===== config.mk =====
export PLATFORM = sky130hd
export DESIGN_NAME = dsp_dotp_sequencer
export DESIGN_NICKNAME = d
export VERILOG_FILES = /design/src/rtl/dsp_pkg.sv /design/src/rtl/dsp_opmode_delay.sv /design/src/rtl/dsp_dotp_sequencer.sv
export SDC_FILE = /design/constraint.sdc
export NUM_CORES = 1
export LEC_CHECK = 0
export BUFFER_PORTS_ARGS = -buffer_cell sky130_fd_sc_hd__buf_2
export CORE_MARGIN = 8
export CORE_UTILIZATION = 45
export CTS_BUF_LIST = sky130_fd_sc_hd__clkbuf_8
export DETAILED_ROUTE_END_ITERATION = 10
export HOLD_SLACK_MARGIN = 0.02
export PLACE_DENSITY = 0.87
export SKIP_LAST_GASP = 1
export SLEW_MARGIN = 20
export SYNTH_ARGS = -nofsm -noshare
export SYNTH_HDL_FRONTEND = slang
export SYNTH_HIERARCHICAL = 1
export SYNTH_SLANG_ARGS = --single-unit

===== constraint.sdc =====
create_clock -name CLK -period 2.1 [get_ports CLK]
set_clock_uncertainty 0.1 [all_clocks]
set_input_delay 0.42 -clock CLK [delete_from_list [all_inputs] [get_ports CLK]]
set_output_delay 0.42 -clock CLK [all_outputs]
set_load 0.01 [all_outputs]

===== src/rtl/dsp_pkg.sv =====
// Shared constants for the DSP48A1 dot-product sequencer and its bench.
// OPMODE encodings, state enum and default widths.
package dsp_pkg;

    localparam int DEF_WIDTH_1 = 8;
    localparam int DEF_WIDTH_2 = 18;
    localparam int DEF_WIDTH_4 = 48;
    localparam int DEF_DSP_LAT = 3;
    localparam int DEF_OPMODE_LAG = 1;
    localparam int DEF_MAX_LEN = 1024;

    // X=M Z=0 / X=M Z=P; a bubble is ACC with zero operands
    localparam logic [7:0] OPM_FIRST = 8'h01;
    localparam logic [7:0] OPM_ACC = 8'h09;
    localparam logic [7:0] OPM_BUBBLE = 8'h09;
    localparam logic [7:0] OPM_IDLE = 8'h08;

    typedef enum logic [1:0] {
        ACCUM,
        DRAIN,
        HOLD
    } state_t;

    function automatic logic [7:0] opm_term(input logic first);
        return first ? OPM_FIRST : OPM_ACC;
    endfunction

endpackage


===== src/rtl/dsp_opmode_delay.sv =====
// OPMODE delay line: DEPTH-deep shift register with synchronous reset value.
// Keeps OPMODE trailing the operands to match the slice register stages.
module dsp_opmode_delay
    import dsp_pkg::*;
#(
    parameter int W = DEF_WIDTH_1,
    parameter int DEPTH = DEF_OPMODE_LAG,
    parameter logic [W-1:0] RST_VAL = W'(OPM_BUBBLE)
) (
    input  logic         clk,
    input  logic         rst,
    input  logic [W-1:0] opmode,
    output logic [W-1:0] delayed
);

    logic [W-1:0] stage [DEPTH];

    always_ff @(posedge clk) begin
        if (rst) begin
            for (int i = 0; i < DEPTH; i++) stage[i] <= RST_VAL;
        end else begin
            stage[0] <= opmode;
            for (int i = 1; i < DEPTH; i++) stage[i] <= stage[i-1];
        end
    end

    assign delayed = stage[DEPTH-1];

endmodule


===== src/rtl/dsp_dotp_sequencer.sv =====
// Operand sequencer feeding a DSP48A1 MAC slice and capturing its P result.
// Optional DOTP_TERM_COUNT_EN adds m_count / m_len_err term accounting.
module dsp_dotp_sequencer
    import dsp_pkg::*;
#(
    parameter int WIDTH_2 = DEF_WIDTH_2,
    parameter int WIDTH_4 = DEF_WIDTH_4,
    parameter int WIDTH_1 = DEF_WIDTH_1,
    parameter int DSP_LAT = DEF_DSP_LAT,
    parameter int OPMODE_LAG = DEF_OPMODE_LAG,
    parameter int MAX_LEN = DEF_MAX_LEN
) (
    input  logic               CLK,
    input  logic               RST,
    input  logic               s_valid,
    output logic               s_ready,
    input  logic [WIDTH_2-1:0] s_a,
    input  logic [WIDTH_2-1:0] s_b,
    input  logic               s_last,
    output logic [WIDTH_2-1:0] dsp_a,
    output logic [WIDTH_2-1:0] dsp_b,
    output logic [WIDTH_1-1:0] dsp_opmode,
    input  logic [WIDTH_4-1:0] dsp_p,
    output logic               m_valid,
    input  logic               m_ready,
    output logic [WIDTH_4-1:0] m_result,
`ifdef DOTP_TERM_COUNT_EN
    output logic [$clog2(MAX_LEN+1):0] m_count,
    output logic               m_len_err,
`endif
    output logic               busy
);

    localparam int CNT_W = $clog2(DSP_LAT + 1);

    if (OPMODE_LAG < 1 || OPMODE_LAG >= DSP_LAT || MAX_LEN < 1) begin : g_bad_cfg
        $error("dsp_dotp_sequencer: invalid configuration");
    end

    state_t             state, state_nxt;
    logic               first_pending, first_nxt;
    logic [CNT_W-1:0]   drain, drain_nxt;
    logic [WIDTH_2-1:0] a_nxt, b_nxt;
    logic [WIDTH_1-1:0] opm_push, opm_tail;
    logic [WIDTH_4-1:0] result_nxt;
    logic               valid_nxt;
    logic               hs;
    logic               capture;

    assign s_ready = (state == ACCUM);
    assign hs = s_valid & s_ready;
    assign busy = !((state == ACCUM) && first_pending);

    always_comb begin
        state_nxt = state;
        first_nxt = first_pending;
        drain_nxt = drain;
        a_nxt = '0;
        b_nxt = '0;
        opm_push = WIDTH_1'(OPM_BUBBLE);
        result_nxt = m_result;
        valid_nxt = m_valid;
        capture = 1'b0;
        unique case (state)
            ACCUM: begin
                if (hs) begin
                    a_nxt = s_a;
                    b_nxt = s_b;
                    opm_push = WIDTH_1'(opm_term(first_pending));
                    first_nxt = 1'b0;
                    if (s_last) begin
                        drain_nxt = CNT_W'(DSP_LAT);
                        state_nxt = DRAIN;
                    end
                end
            end
            DRAIN: begin
                if (drain == '0) begin
                    result_nxt = dsp_p;
                    valid_nxt = 1'b1;
                    capture = 1'b1;
                    state_nxt = HOLD;
                end else begin
                    drain_nxt = drain - CNT_W'(1);
                end
            end
            HOLD: begin
                if (m_ready) begin
                    valid_nxt = 1'b0;
                    first_nxt = 1'b1;
                    state_nxt = ACCUM;
                end
            end
            default: state_nxt = ACCUM;
        endcase
    end

    always_ff @(posedge CLK) begin
        if (RST) begin
            state <= ACCUM;
            first_pending <= 1'b1;
            drain <= '0;
            dsp_a <= '0;
            dsp_b <= '0;
            dsp_opmode <= WIDTH_1'(OPM_IDLE);
            m_valid <= 1'b0;
            m_result <= '0;
        end else begin
            state <= state_nxt;
            first_pending <= first_nxt;
            drain <= drain_nxt;
            dsp_a <= a_nxt;
            dsp_b <= b_nxt;
            dsp_opmode <= opm_tail;
            m_valid <= valid_nxt;
            m_result <= result_nxt;
        end
    end

    // The output register above adds one stage after the delay line.
    dsp_opmode_delay #(
        .W(WIDTH_1),
        .DEPTH(OPMODE_LAG),
        .RST_VAL(WIDTH_1'(OPM_IDLE))
    ) u_opm_delay (
        .clk(CLK),
        .rst(RST),
        .opmode(opm_push),
        .delayed(opm_tail)
    );

`ifdef DOTP_TERM_COUNT_EN
    localparam int TW = $clog2(MAX_LEN + 1) + 1;

    logic [TW-1:0] terms;

    always_ff @(posedge CLK) begin
        if (RST) begin
            terms <= '0;
            m_count <= '0;
            m_len_err <= 1'b0;
        end else begin
            if (hs) begin
                if (first_pending) terms <= TW'(1);
                else if (terms != '1) terms <= terms + TW'(1);
            end
            if (capture) begin
                m_count <= terms;
                m_len_err <= (terms > TW'(MAX_LEN));
            end else if (state == HOLD && m_ready) begin
                m_len_err <= 1'b0;
            end
        end
    end
`endif

endmodule


### After elaboration in Yosys (flattened, before gate mapping)

Memories as Yosys holds them, arrays and structs flattened. A register that Yosys moved wholly into a read port is not among the register bits.
Cells that the tools add are included.
W data, S select, Z words.

* bits in registers: 98
* logic and storage cells: 57
* output and inout port bits: 95
* bits in writable memories: 4
* bits of input ports: 89
* memories: 1

* eq/ne operators: 7
* reductions and logical operators: 14
* muxes and demuxes: 23
* bitwise gates (word level): 3
* add/sub/neg operators: 1

Memory list
* u_opm_delay.stage: words 1, bits a word 4, rd ports 1, clocked after memory_dff 1, wr ports 1, line dsp_opmode_delay.sv:16 `logic [W-1:0] stage [DEPTH];`

Operator list (number)
* $mux W4: 4
* $mux W2: 7
* $mux W1: 8
* $reduce_and A4 Y1: 2
* $ne A2 B2 Y1 const B: 3
* $pmux W2 S3: 1
* $reduce_and A3 Y1: 2
* $reduce_bool A2 Y1: 3
* $logic_not A2 Y1: 2
* $ne A2 B1 Y1 const B: 2
* $pmux W1 S2: 2
* $pmux W2 S2: 1
* $reduce_or A4 Y1: 1
* $reduce_or A3 Y1: 1
* $eq A2 B1 Y1 const B: 1
* $eq A2 B2 Y1 const B: 1
* $not A1 Y1: 2
* $reduce_and A2 Y1: 1
* $sub A2 B1 Y2 const B: 1
* $and A1 B1 Y1: 1
* $logic_and A1 B1 Y1: 1
* $logic_not A1 Y1: 1

### Longest topological paths before layout

Gate-level depths: netlist of run 1.

* depth after elaboration: 5
* mapped depth: 8

### Cells and area by module

Netlist of run 1, hierarchy kept.

Modules (own cells, without submodules)
* dsp_dotp_sequencer: cells an instance 339, area each 3200.6 µm², sequential area each 1961.9 µm², instances 1
* dsp_opmode_delay: cells an instance 16, area each 210.2 µm², sequential area each 160.2 µm², instances 1

### Least setup slack after synthesis of run 1

OpenSTA, ideal clock, no wires.

* path kind: flip-flop to flip-flop
* start: reg drain[0]
* end: reg state[1]
* path slack: 0.626 ns
* required time: 1.872 ns
* stages on the path, launching flop included: 9
* library setup time: 0.128 ns
* arrival: 1.246 ns
* buffers on the path: 3
* path through: dfxtp_1 > inv_1 > ha_1 > and3b_1 > buf_4 > buf_6 > buf_6 > a21oi_2 > nor2_1

* word-level cells in the longest chain between the ends: 3

RTL lines
* start, declared: line dsp_dotp_sequencer.sv:42 `logic [CNT_W-1:0] drain, drain_nxt;`
* start signal, assigned: line dsp_dotp_sequencer.sv:111 `drain <= drain_nxt;`
* $logic_not A2 Y1: line dsp_dotp_sequencer.sv:78 `if (drain == '0) begin`
* $ne A2 B2 Y1 (no source line)
* $reduce_and A4 Y1 (no source line)
* end signal, assigned: line dsp_dotp_sequencer.sv:109 `state <= state_nxt;`
* end, declared: line dsp_dotp_sequencer.sv:40 `state_t state, state_nxt;`

No other way between the ends.
A chain may end at the register's enable or synchronous reset.

### Final worst setup path of run 1

* start: reg state[1]
* end: out busy

* word-level cells in the longest chain between the ends: 3

RTL lines
* $logic_not A2 Y1: line dsp_dotp_sequencer.sv:52 `assign busy = !((state == ACCUM) && first_pending);`
* $logic_and A1 B1 Y1: line dsp_dotp_sequencer.sv:52
* $logic_not A1 Y1: line dsp_dotp_sequencer.sv:52
* end, declared: line dsp_dotp_sequencer.sv:31 `output logic busy`

No other way between the ends.

==> results by group, run 1 <==
Synthesis
  • Largest family of logic cells by synthesized area: simple AND/OR/NAND/NOR gates
  • Register area share after synthesis: 0.622
  • EDFF count, synth: 0
  • Syn Area/Cell: 9.61 µm²
  • Share of synthesized registers carrying an async set or reset: 0
  • Top post-synthesis cells by area: dfxtp_1 62%, nand2_1 11%, a21oi_1 7.3%
  • Post-synthesis adder-cell area fraction: 0.00367
  • Multiplexer share of the synthesized area: 0
  • Xor-xnor portion of the synthesized cell area: 0
  • Yosys cell types: 30
  • Top FF cell, synth: dfxtp_1
  • Register bit total from synthesis: 106
  • Share of the synthesized area in the top cell type: 0.622
  • Syn Inst Count: between 300 and 400
  • Post-synthesis compound-gate area fraction: 0.0869
  • Post-Synth Simple-Gate Area: 0.243
  • Synth Warn #: 6
  • Synth Cell Area: approximately 3400 µm²
  • Synth area leader: dfxtp_1

Power and ir drop
  • VDD IR max: around 0.50 mV
  • Lkg Pwr: roughly 2.2 nW
  • Pwr Density: between 800 and 900 nW/µm²

Timing
  • Final setup vio count: 0
  • Tcrit/Tclk final: 0.843
  • Post-layout min period: around 1.8 ns
  • Final slew viol count: 0
  • RSZ-0062 raised after global routing: no
  • Fin Setup TNS: 0 ns
  • Final Hold Vio Count: 0
  • Fmax achieved: ~570 MHz

Worst setup path
  • R2R depth: 5
  • Reg2reg setup slack: approximately 0.51 ns
  • Worst setup EP type: output pin
  • Critical R2R Launch: drain[0]
  • R2R Path End: drain[1]
  • CP required: around 1.6 ns
  • CP cell instances: nor2_1 > nand2_1 > buf_2
  • Startpoint Class: flip-flop
  • Crit Path Max Fanout: 9
  • Critical Path Max Stage Delay: 0.56 ns
  • CP max stage cell: dfxtp_1
  • CP Buf/Inv Count: 1
  • Worst Path Arrival: between 1 and 1.5 ns
  • Crit Path Category: reg2out
  • Delay-heaviest family, CP: flip-flops

Detailed routing
  • Top Metal Used: met4
  • Drt drc: 0
  • First-pass DRT Iterations: 4
  • Via/cell ratio: approximately 4.5
  • Metal1 wirelength: between 3 and 4 mm
  • Final WL: around 8.8 mm
  • Routed Antenna Nets: 0
  • Met3 Routed Length: between 1 and 1.5 mm
  • Metal2 WL: between 3 and 4 mm
  • Post-DR wirelength/cell: around 14 µm
  • Vias: around 2900
  • Initial DRC count: 87

CTS
  • PostCTS Resize Cnt: 0
  • TritonCTS clock tree: built
  • CTS Buf Count: 9
  • TritonCTS Sinks: 106
  • Latest clock arrival within the worst-skew pair: about 0.35 ns
  • Clock buffer depth: 2
  • Hold_buf cts: 0
  • Setup Fix Bufs, Post-CTS: 0
  • Root Buffer: clkbuf_8
  • Clk slew on worst S/H paths: 0.10 ns
  • H-tree depth: 3

GRT
  • First-pass GRT wire length: 13.4 mm
  • GRT Residual Overflow: 0
  • Largest net degree at the start of global routing: 50
  • Number of global-route vias before repair: 2944
  • Initial antenna violation count: 0
  • GRT Resource Usage Total: 0.162

Outcome
  • Status: finished clean

Final layout
  • Design area: 4610 µm²
  • Proportion of layout cells with a drive suffix above 1: 0.445
  • N_diodes: 0
  • Nets@finish: approximately 630
  • Area growth, synth to finish: 35.0%

Worst hold path
  • Hold path depth: 2
  • Min-Delay Startpoint: s_b[2]
  • Hold path endpoint: dsp_b[2]
  • Hold WC Path Type: in2reg

Flow run
  • Max cap viols: 0

Floorplan
  • Area of the core: ~7300 µm²
  • Initial Util: 0.468
  • Die Height: slightly above 100 µm
  • Die X: around 100 µm
  • Row count: 31
  • Ports: around 180
  • Die ar.: approximately 11000 µm²

Place
  • PortBufs: roughly 180
  • Post-DP HPWL: 6.83 mm
  • RD Place Congestion: about 0.78
  • DP Area: 4410 µm²
-- cell usage after synthesis (2+ instances only) --
library cell	n
buf_2	7
and2_2	32
and2_1	4
buf_4	3
nor2_1	8
clkbuf_1	7
inv_1	3
clkbuf_2	3
dfxtp_1	106
nor2b_1	14
conb_1	2
buf_6	3
a21oi_1	50
nand2_1	97
-- layer usage --
layer,global-route usage,up-vias
met4,0.0690,0
met5,0,-
met3,0.0932,12
li1,-,1472
met2,0.265,156
met1,0.166,1271
-- through the flow --
step           total power [mW]   util  std cells  setup slack, ns  hold WS (ns)
2_1_floorplan              2.40      -        360            0.626         0.289
3_3_place_gp               2.58  0.604        625            0.615         0.295
3_5_place_dp               2.60  0.604        625            0.559         0.304
4_1_cts                    3.83  0.632        641            0.304         0.144
5_1_grt                    3.97  0.632        641            0.243         0.143
6_report                   3.77  0.632        641            0.330         0.165
-- registers in the layout, summed over array words and instances, names as in the netlist --
name,cells
drain,2
dsp_a,18
dsp_b,18
dsp_opmode,8
first_pending,1
m_result,48
m_valid,1
state,2
u_opm_delay/stage,8
-- logic make-up (layout without fill, tap and decap cells) --
family,after synthesis,in the layout
AND/OR/NAND/NOR,164,164
flip-flops,106,106
AO/OA/AOI/OAI,56,56
buffers and inverters,26,208
other,2,7
adder cells (fa/ha/maj),1,1
-- final cells by class --
cell class / count / area [µm²]
multi-input cells: 228 / 1160
clock buffers: 9 / 124
fillers: 612 / 2690
well taps: 99 / 124
flip-flops and latches: 106 / 2120
clock inverters: 7 / 75.1
inverters: 3 / 11.3
repair buffers: 189 / 986
-- how the worst max path moves through the flow --
stage               startpoint         to  cells past startpoint
floorplan             drain[0]   state[1]                      8
global placement           RST  dsp_b[11]                      4
detailed placement    drain[0]   drain[1]                      5
CTS                   state[1]       busy                      3
global route          state[1]       busy                      3
finish                state[1]       busy                      3
-- power breakdown --
| group | internal, mW | switching (mW) |
|---|---|---|
| combinational | 0.194 | 0.212 |
| clock | 0.562 | 0.667 |
| sequential | 2.10 | 0.0378 |
| total | 2.86 | 0.917 |
-- worst reg2reg max path, stage by stage (launching register included) --
cell and delay, ns:
dfxtp_1 0.34, inv_1 0.06, ha_1 0.23, nor3b_1 0.39, nor2_1 0.13, a221oi_1 0.25
-- cell usage in the layout (no fill, tap or decap), types with 2 or more instances in the layout --
master	count
nor2_1	8
clkbuf_8	9
inv_6	3
and2_1	4
nor2b_1	14
buf_4	4
a21oi_1	50
buf_2	183
buf_12	2
and2_2	32
inv_1	3
dfxtp_1	106
conb_1	7
clkinv_2	2
nand2_1	97
(Power assumes the default switching activity.)
==> run 2, diff against run 1 <==
- clock period: 2.1 -> 1.7 ns (I/O delays scaled with it)
==> run 2 against run 1 <==
- core utilization is 0.41 points lower
- routed wire length grew 1.5%
- critical endpoint unchanged
- sequential cell count did not move
- total power up 20%
- global-route usage hardly changed
- count of clock-buffer cells in the layout stayed put
==> results by group, run 2 (same netlist as run 1, synthesis figures left out) <==
Final layout
  • Non-filler cells, final: 640 (was 641)
  • Area growth, synth to finish: 34.2% (was 35.0%)
  • N_diodes: 0 (unchanged)
  • Commonest non-fill, non-tap cells in the layout: 183 x buf_2, 104 x dfxtp_1, 97 x nand2_1 (was 183 x buf_2, 106 x dfxtp_1, 97 x nand2_1)
  • Largest Register: m_result (unchanged)
  • Layout Utilization: 0.627 (was 0.632)
  • Fillers: 596 (was 612)
  • Max reg flops: 48 (unchanged)
  • Leading cell type in the layout, fill and taps excluded: buf_2 (unchanged)
  • Largest regs: m_result: 48 flops, dsp_a: 18 flops, dsp_b: 18 flops (unchanged)
  • Nets@finish: 626 (was 627)
  • Proportion of layout cells with a drive suffix above 1: 0.447 (was 0.445)

Worst setup path
  • R2R depth: 5 (unchanged)
  • Startpoint Class: flip-flop (unchanged)
  • CP required: 1.26 ns (was 1.58 ns)
  • Worst setup EP type: output pin (unchanged)
  • Crit. Startpoint: state[1] (unchanged)
  • Worst Path Arrival: 1.12 ns (was 1.25 ns)
  • Reg2reg setup slack: 0.16 ns (was 0.51 ns)
  • Crit Path Max Fanout: 9 (unchanged)
  • R2R Path End: drain[1] (unchanged)
  • Crit Path Category: reg2out (unchanged)
  • Critical R2R Launch: drain[0] (unchanged)

Detailed routing
  • Post-DR wirelength/cell: 13.9 µm (was 13.7 µm)
  • Vias: 2903 (was 2911)
  • Initial DRC count: 71 (was 87)
  • Via/cell ratio: 4.54 (about the same)
  • Drt drc: 0 (unchanged)
  • Routed Antenna Nets: 0 (unchanged)
  • Final WL: 8.91 mm (was 8.78 mm)
  • First-pass DRT Iterations: 4 (unchanged)

CTS
  • Root Buffer: clkbuf_8 (unchanged)
  • CTS Buf Count: 9 (unchanged)
  • Setup Fix Bufs, Post-CTS: 0 (unchanged)
  • TritonCTS Sinks: 106 (unchanged)
  • TritonCTS clock tree: built (unchanged)
  • H-tree depth: 3 (unchanged)
  • Clk slew on worst S/H paths: 0.10 ns (about the same)
  • Latest clock arrival within the worst-skew pair: 0.35 ns (about the same)
  • Clock buffer depth: 2 (unchanged)

Power and ir drop
  • Pwr Total: 4.53 mW (was 3.77 mW)
  • Pwr Density: 989 nW/µm² (was 819 nW/µm²)
  • VDD IR max: 0.614 mV (was 0.497 mV)
  • Switching power total: 1.15 mW (was 0.917 mW)
  • Comb power frac: 0.111 (was 0.107)
  • Lkg Pwr: 2.22 nW (was 2.24 nW)
  • Int Power: 3.38 mW (was 2.86 mW)
  • Sw frac: 0.253 (was 0.243)
  • Clock share of power: 0.306 (was 0.326)
  • Power share of the sequential group: 0.584 (was 0.567)

Place
  • RD Place Congestion: 0.794 (was 0.783)
  • PortBufs: 183 (unchanged)
  • Place WS: 0.207 ns (was 0.559 ns)
  • Cells after DPL: 624 (was 625)
  • Post-DP HPWL: 6.97 mm (was 6.83 mm)

Worst hold path
  • Hold WC Path Type: in2reg (unchanged)
  • Hold path depth: 2 (unchanged)
  • Hold path endpoint: dsp_b[2] (unchanged)
  • Min-Delay Startpoint: s_b[2] (unchanged)

Outcome
  • Status: finished clean (unchanged)

GRT
  • GRT Residual Overflow: 0 (unchanged)
  • Largest net degree at the start of global routing: 50 (unchanged)
  • Initial antenna violation count: 0 (unchanged)
  • First-pass GRT wire length: 13.3 mm (was 13.4 mm)
  • GRT Resource Usage Total: 0.162 (about the same)
  • Number of global-route vias before repair: 2818 (was 2944)

Timing
  • Final setup vio count: 0 (unchanged)
  • Fmax achieved: roughly 640 MHz
  • Tcrit/Tclk final: 0.920
  • Fin Setup TNS: 0 ns (unchanged)
  • RSZ-0062 raised after global routing: no (unchanged)
  • Final Hold Vio Count: 0 (unchanged)
  • Post-layout min period: 1.56 ns
  • Final slew viol count: 0 (unchanged)
  • Final WS setup: 0.136 ns (was 0.330 ns)

Floorplan
  • Ports: 184 (unchanged)
  • Area of the core: 7290 µm² (unchanged)
  • Die ar.: 10600 µm² (unchanged)
  • Die Height: 103 µm (unchanged)
  • Die X: 103 µm (unchanged)
  • Initial Util: 0.468 (unchanged)
  • Row count: 31 (unchanged)

Flow run
  • Max cap viols: 0 (unchanged)
-- run 2: layout make-up --
type / instances / area [µm²] / share of cell area
Clock buffer: 9 / 124 / 0.0271
Multi-Input combinational cell: 228 / 1160 / 0.254
Tap cell: 99 / 124 / 0.0271
Sequential cell: 106 / 2120 / 0.464
Inverter: 3 / 11.3 / 0.00246
Timing Repair Buffer: 188 / 978 / 0.214
Clock inverter: 7 / 50.0 / 0.0109
-- run 2: layer usage --
metal / up-vias / global-route usage / share of wire
met1: 1272 / 0.166 / 0.38
li1: 1470 / - / -
met5: - / 0 / 0
met3: 7 / 0.0999 / 0.17
met4: 0 / 0.0701 / 0.010
met2: 154 / 0.259 / 0.44
-- run 2: worst max path at each step --
| stage | to | slack (ns) | cells after the start |
|---|---|---|---|
| floorplan | state[1] | 0.23 | 8 |
| global placement | drain[1] | 0.31 | 5 |
| CTS | busy | 0.005 | 3 |
| finish | busy | 0.14 | 3 |
| detailed placement | drain[1] | 0.21 | 5 |
| global route | drain[1] | 0.01 | 5 |
-- run 2: timing repair --
item | CTS | global route
endpoints found under the setup margin | 0 | 1
hold buffers | 0 | 0
resized for setup | 0 | 2
hold endpoints to repair | 0 | 0
-- run 2: per-stage QoR --
stage	cell area, µm²	hold WS (ns)
floorplan	3430	0.289
global placement	4400	0.293
detailed placement	4400	0.302
CTS	4570	0.0560
global route	4580	0.0588
finish	4580	0.0800
-- run 2: critical path: stages (launching register included) --
cell and delay [ns]:
dfxtp_2 0.39, nor2_1 0.18, nand2_1 0.07, buf_2 0.14
-- run 2: power groups by stage --
stage	combinational [mW]	clock, mW	sequential [mW]
2_1_floorplan	0.221	0	2.74
3_3_place_gp	0.493	0	2.69
3_5_place_dp	0.509	0	2.70
4_1_cts	0.509	1.43	2.64
5_1_grt	0.556	1.54	2.66
6_report	0.501	1.38	2.64
